## src/rtl/parity_fifo_v2.sv

```systemverilog
// Parity-checked first-word-fall-through FIFO with arbitrary depth, occupancy thresholds,
// a saturating corrupt-word counter and sticky overflow/underflow flags.
module parity_fifo_v2 #(
  parameter int DATA_WIDTH = 32,
  parameter int FIFO_DEPTH = 4,
  parameter int EVEN_ODD   = 0,
  parameter int PARITY_BIT = 1,
  parameter int ERR_MODE   = 0,
  parameter int AF_LEVEL   = FIFO_DEPTH - 1,
  parameter int AE_LEVEL   = 1,
  parameter int ERR_CNT_W  = 8
) (
  input  logic                             clk,
  input  logic                             rst,
  input  logic [DATA_WIDTH:0]              push_data_i,
  input  logic                             push_valid_i,
  output logic                             push_grant_o,
  input  logic                             pop_grant_i,
  output logic [DATA_WIDTH:0]              pop_data_o,
  output logic                             pop_valid_o,
  output logic                             pop_err_o,
  output logic [$clog2(FIFO_DEPTH+1)-1:0]  count_o,
  output logic                             almost_full_o,
  output logic                             almost_empty_o,
  output logic [ERR_CNT_W-1:0]             err_cnt_o,
  output logic                             ovf_o,
  output logic                             udf_o,
  input  logic                             err_clr_i
);

  localparam int   W            = DATA_WIDTH + 1;
  localparam int   CW           = $clog2(FIFO_DEPTH + 1);
  localparam int   PW           = (FIFO_DEPTH > 1) ? $clog2(FIFO_DEPTH) : 1;
  localparam logic LP_ODD       = (EVEN_ODD != 0);
  localparam logic LP_CHECK     = (PARITY_BIT != 0);
  localparam logic LP_STORE_BAD = (ERR_MODE != 0);

  logic [W-1:0]          r_mem [FIFO_DEPTH];
  logic [FIFO_DEPTH-1:0] r_flag;
  logic [PW-1:0]         r_wr_ptr;
  logic [PW-1:0]         r_rd_ptr;
  logic [CW-1:0]         r_count;
  logic [ERR_CNT_W-1:0]  r_err_cnt;
  logic                  r_ovf;
  logic                  r_udf;

  logic w_full;
  logic w_empty;
  logic w_bad;
  logic w_push_fire;
  logic w_write;
  logic w_pop_fire;

  // Pointers wrap at the configured depth, not at a power of two.
  function automatic logic [PW-1:0] ptr_inc(input logic [PW-1:0] p);
    return (p == PW'(FIFO_DEPTH - 1)) ? '0 : p + PW'(1);
  endfunction

  function automatic logic [ERR_CNT_W-1:0] sat_inc(input logic [ERR_CNT_W-1:0] v);
    return (&v) ? v : v + ERR_CNT_W'(1);
  endfunction

  assign w_full       = (r_count == CW'(FIFO_DEPTH));
  assign w_empty      = (r_count == '0);
  assign w_bad        = LP_CHECK & ((^push_data_i) != LP_ODD);
  assign push_grant_o = ~w_full & ~rst;
  assign w_push_fire  = push_valid_i & push_grant_o;
  assign w_write      = w_push_fire & (~w_bad | LP_STORE_BAD);
  assign pop_valid_o  = ~w_empty;
  assign w_pop_fire   = pop_grant_i & pop_valid_o;

  assign pop_data_o     = w_empty ? '0 : r_mem[r_rd_ptr];
  assign pop_err_o      = LP_STORE_BAD & ~w_empty & r_flag[r_rd_ptr];
  assign count_o        = r_count;
  assign almost_full_o  = (r_count >= CW'(AF_LEVEL));
  assign almost_empty_o = (r_count <= CW'(AE_LEVEL));
  assign err_cnt_o      = r_err_cnt;
  assign ovf_o          = r_ovf;
  assign udf_o          = r_udf;

  // Storage is never reset; occupancy alone decides what is visible.
  always_ff @(posedge clk) begin
    if (w_write) begin
      r_mem[r_wr_ptr]  <= push_data_i;
      r_flag[r_wr_ptr] <= w_bad;
    end
  end

  always_ff @(posedge clk) begin
    if (rst) begin
      r_wr_ptr  <= '0;
      r_rd_ptr  <= '0;
      r_count   <= '0;
      r_err_cnt <= '0;
      r_ovf     <= 1'b0;
      r_udf     <= 1'b0;
    end else begin
      if (w_write)    r_wr_ptr <= ptr_inc(r_wr_ptr);
      if (w_pop_fire) r_rd_ptr <= ptr_inc(r_rd_ptr);
      r_count <= r_count + CW'(w_write) - CW'(w_pop_fire);
      // Clear wins over any same-cycle set, but a corrupt push still counts once.
      if (err_clr_i) begin
        r_err_cnt <= (w_push_fire & w_bad) ? ERR_CNT_W'(1) : '0;
        r_ovf     <= 1'b0;
        r_udf     <= 1'b0;
      end else begin
        if (w_push_fire & w_bad)          r_err_cnt <= sat_inc(r_err_cnt);
        if (push_valid_i & ~push_grant_o) r_ovf     <= 1'b1;
        if (pop_grant_i & ~pop_valid_o)   r_udf     <= 1'b1;
      end
    end
  end

endmodule

```

## config.mk

```make
export PLATFORM = sky130hd
export DESIGN_NAME = parity_fifo_v2
export DESIGN_NICKNAME = d
export VERILOG_FILES = /design/src/rtl/parity_fifo_v2.sv
export SDC_FILE = /design/constraint.sdc
export NUM_CORES = 1
export LEC_CHECK = 0
export ABC_AREA = 0
export CAP_MARGIN = 20
export CORE_AREA = 2 2 121 123
export DETAILED_ROUTE_END_ITERATION = 10
export DIE_AREA = 0 0 123 125
export MAX_ROUTING_LAYER = met4
export PLACE_DENSITY_LB_ADDON = 0.12
export REMOVE_ABC_BUFFERS = 1
export SYNTH_ARGS = -nofsm -noshare
export SYNTH_HDL_FRONTEND = slang
export SYNTH_SLANG_ARGS = --single-unit
```

## constraint.sdc

```tcl
create_clock -name clk -period 3.7 [get_ports clk]
set_input_delay 0.37 -clock clk [delete_from_list [all_inputs] [get_ports clk]]
set_output_delay 0.37 -clock clk [all_outputs]
set_load 0.02 [all_outputs]
```

==> impl_metrics.toml <==
[critical_path]
end_kind = "register"
crit_type = "primary input to register"
crit_chain = "clkdlybuf4s50_1, xnor2_1, xnor2_1, xnor2_1, xnor3_1, xnor2_1, nor2_1, inv_1, ha_1, inv_1, ha_1, inv_1, fa_1, xnor2_1, nor2_1"
start_kind = "primary input"
required_ns = 3.99
crit_fanout = 5
cp.arrival_ns = 3.59
crit_path_frequent_cell = "xnor2_1"
critical_path.slowest_cell = "clkdlybuf4s50_1"
slowest_delay_ns = 0.51

[sta]
drv_slew = 0
relSlewSlack = 0.5739
period_share = 0.8931
setup_viol = 0
fin_crit_ns = 3.305
clock_skew_ns = 0.004223
worst_pin_slew_ns = 0.6376
rsz0062_at_grt = "no"
timing.final.ws_setup_ns = 0.3954
finalHoldViolCount = 0
max_freq_ghz = 0.3026

[cells_and_area]
n_antenna_cell = 0
fillCellCount = 1134
syn2layout_area_growth_pct = 28.81
instances_no_fill = 667
seqCellArea_sq_um = 4347
multiInputGateArea_sq_um = 1809
final_nets = 521
drive_above_1_share = 0.1801
fin_util = 0.5672

[power]
p_leak_nw = 2.691
vdd_ir_drop_max_uv = 295.0
seqPwrFrac = 0.362
p_clk_frac = 0.291
p_int_mw = 4.159
switching_share = 0.2988
p_per_area_nw_per_um2 = 736.3
total_power_mw = 5.932
pwr-share-comb = 0.347
netSwitchingPower_mw = 1.773

[floorplan]
die_area_sq_um = 15380
rows = 44
ios = 89
coreArea_sq_um = 14200
initial_core_util = 0.4404
die_w_um = 123
die_y_um = 125

[clock_network]
hold_buffers = 0
cts_made_buffers = 17
htree_levels = 4
clock-root-buffer = "clkbuf_16"
insertion_delay_ns = 0.41
clock_path_buffers = 2
postCtsSetupRepairBufs = 0
clkTransAtPathRegs_ns = 0.05
cts-resized-gates = 0
cts_sinks = 151
cts_tree = "yes"

[synthesis]
syn_area_per_cell_sq_um = 17.37
synth_edf_count = 132
synthArstFlopShare = 0
synth.largest_area_cell = "edfxtp_1"
yosysSeqAreaShare = 0.6945
synth.area.mux_share = 0.1204
synth-seq-cells = 151
synthAdderAreaFrac = 0.02521
synth_compound_area_frac = 0.02561
ys.flop_type = "edfxtp_1"
syn-cell-area_sq_um = 6255
netlist_top_cells_area = "edfxtp_1 (63%), mux4_2 (12%), dfxtp_1 (6.1%)"
yosysMostFrequentCell = "edfxtp_1"
yosysUniqueCellTypes = 36
yosysWarnings = 0
yosys.area_share.simple = 0.06821
syn_inst = 360
synth_top_family_by_area = "multiplexers"
synthXorXnorAreaFrac = 0.04841
yosys-top-cells-count = "edfxtp_1 (132), and2_1 (34), mux4_2 (33)"
synth_top_area_share = 0.6337

[detailed_routing]
dr.pass1.iters = 4
drt_wl_total_mm = 11.92
wl_per_cell_um = 17.87
via_count = 3446
drc = 0
drtIter0Drc = 243
drtAntennaViolNets = 0
avgViaCountPerCell = 5.166

[grt]
antenna_found_initial = 0
grtUsageTotal = 0.1724
grt_pass1_wl_mm = 18.95
grt_pass1_vias = 3500
grt_max_degree = 22
grt-ovfl-total = 0

[placed_design]
dpl.cell_count = 636
place_congestion = 0.8088
dp_slack_ns = -0.1152
io_buffers = 87
dp_hpwl_mm = 7.601

[run_status]
outcome = "complete, no violations"

[job]
cap_violations = 0

[hold_path]
hold_class = "register to register"
final cells by class:
class | instances | area share
clock buffers | 19 | 0.05374
multi-input cells | 182 | 0.2246
clock inverters | 12 | 0.01972
well taps | 184 | 0.02858
inverters | 12 | 0.005591
repair buffers | 107 | 0.1283
flip-flops and latches | 151 | 0.5395
sequential cells by signal, indices dropped and copies added, names as in the netlist, named ones only:
| register | count |
|---|---|
| r_mem | 132 |
| err_cnt_o | 8 |
| count_o | 3 |
| r_rd_ptr | 2 |
| r_wr_ptr | 2 |
| ovf_o | 1 |
| udf_o | 1 |
power groups by stage:
stage / Sequential (mW) / Clock (mW) / Combinational (mW)
detailed placement: 2.19 / 0 / 2.09
finish: 2.15 / 1.72 / 2.06
global route: 2.17 / 1.83 / 2.24
CTS: 2.16 / 1.76 / 2.10
global placement: 2.18 / 0 / 2.07
floorplan: 2.22 / 0 / 1.11
layout by cell type, fill, tap and decap left out, types with 5 or more instances in the layout:
cell             count
and2_1              34
nand2_1             11
clkbuf_16           17
xnor2_1             28
clkdlybuf4s50_1     87
o31ai_1              5
nor2_1              13
dfxtp_1             17
edfxtp_1           132
mux4_2              33
ha_1                11
a21oi_1              9
buf_4               19
inv_1               12
critical path, delay by kind of cell:
family                   cells  cell delay (ns)
XOR/XNOR                     6             1.53
adder cells (fa/ha/maj)      3             0.79
buffers and inverters        4             0.67
AND/OR/NAND/NOR              2             0.24
layer usage:
metal	vias to the layer above	GRT usage	share of wire
li1	1601	-	-
met1	1723	0.2290	0.44
met2	106	0.2623	0.50
met3	16	0.03741	0.048
met4	0	0.06417	0.015
met5	-	-	0
through the flow:
stage	instance area [sq um]	TNS, ns	hold WS (ns)
4_1_cts	8056	0	0.4823
3_3_place_gp	7465	-0.04174	0.4534
6_report	8056	0	0.4763
3_5_place_dp	7465	-0.1153	0.4649
2_1_floorplan	6193	0	0.4416
5_1_grt	8056	0	0.5310
cell families after synthesis:
group | count (synthesis)
AO/OA/AOI/OAI | 25
buffers and inverters | 27
AND/OR/NAND/NOR | 77
flip-flops | 151
other | 1
adder cells (fa/ha/maj) | 12
multiplexers | 34
XOR/XNOR | 33
path summary, 6_finish.rpt:
check | end | depth (start not counted) | from | slack (ns)
worst max-delay path | count_o[2] | 15 | push_data_i[7] | 0.40
worst min-delay path | ovf_o | 2 | ovf_o | 0.48
worst max register to register | count_o[2] | 11 | count_o[1] | 1.02
worst min register to register | ovf_o | 2 | ovf_o | 0.48
Note: power is estimated with default switching activity, not from simulation.
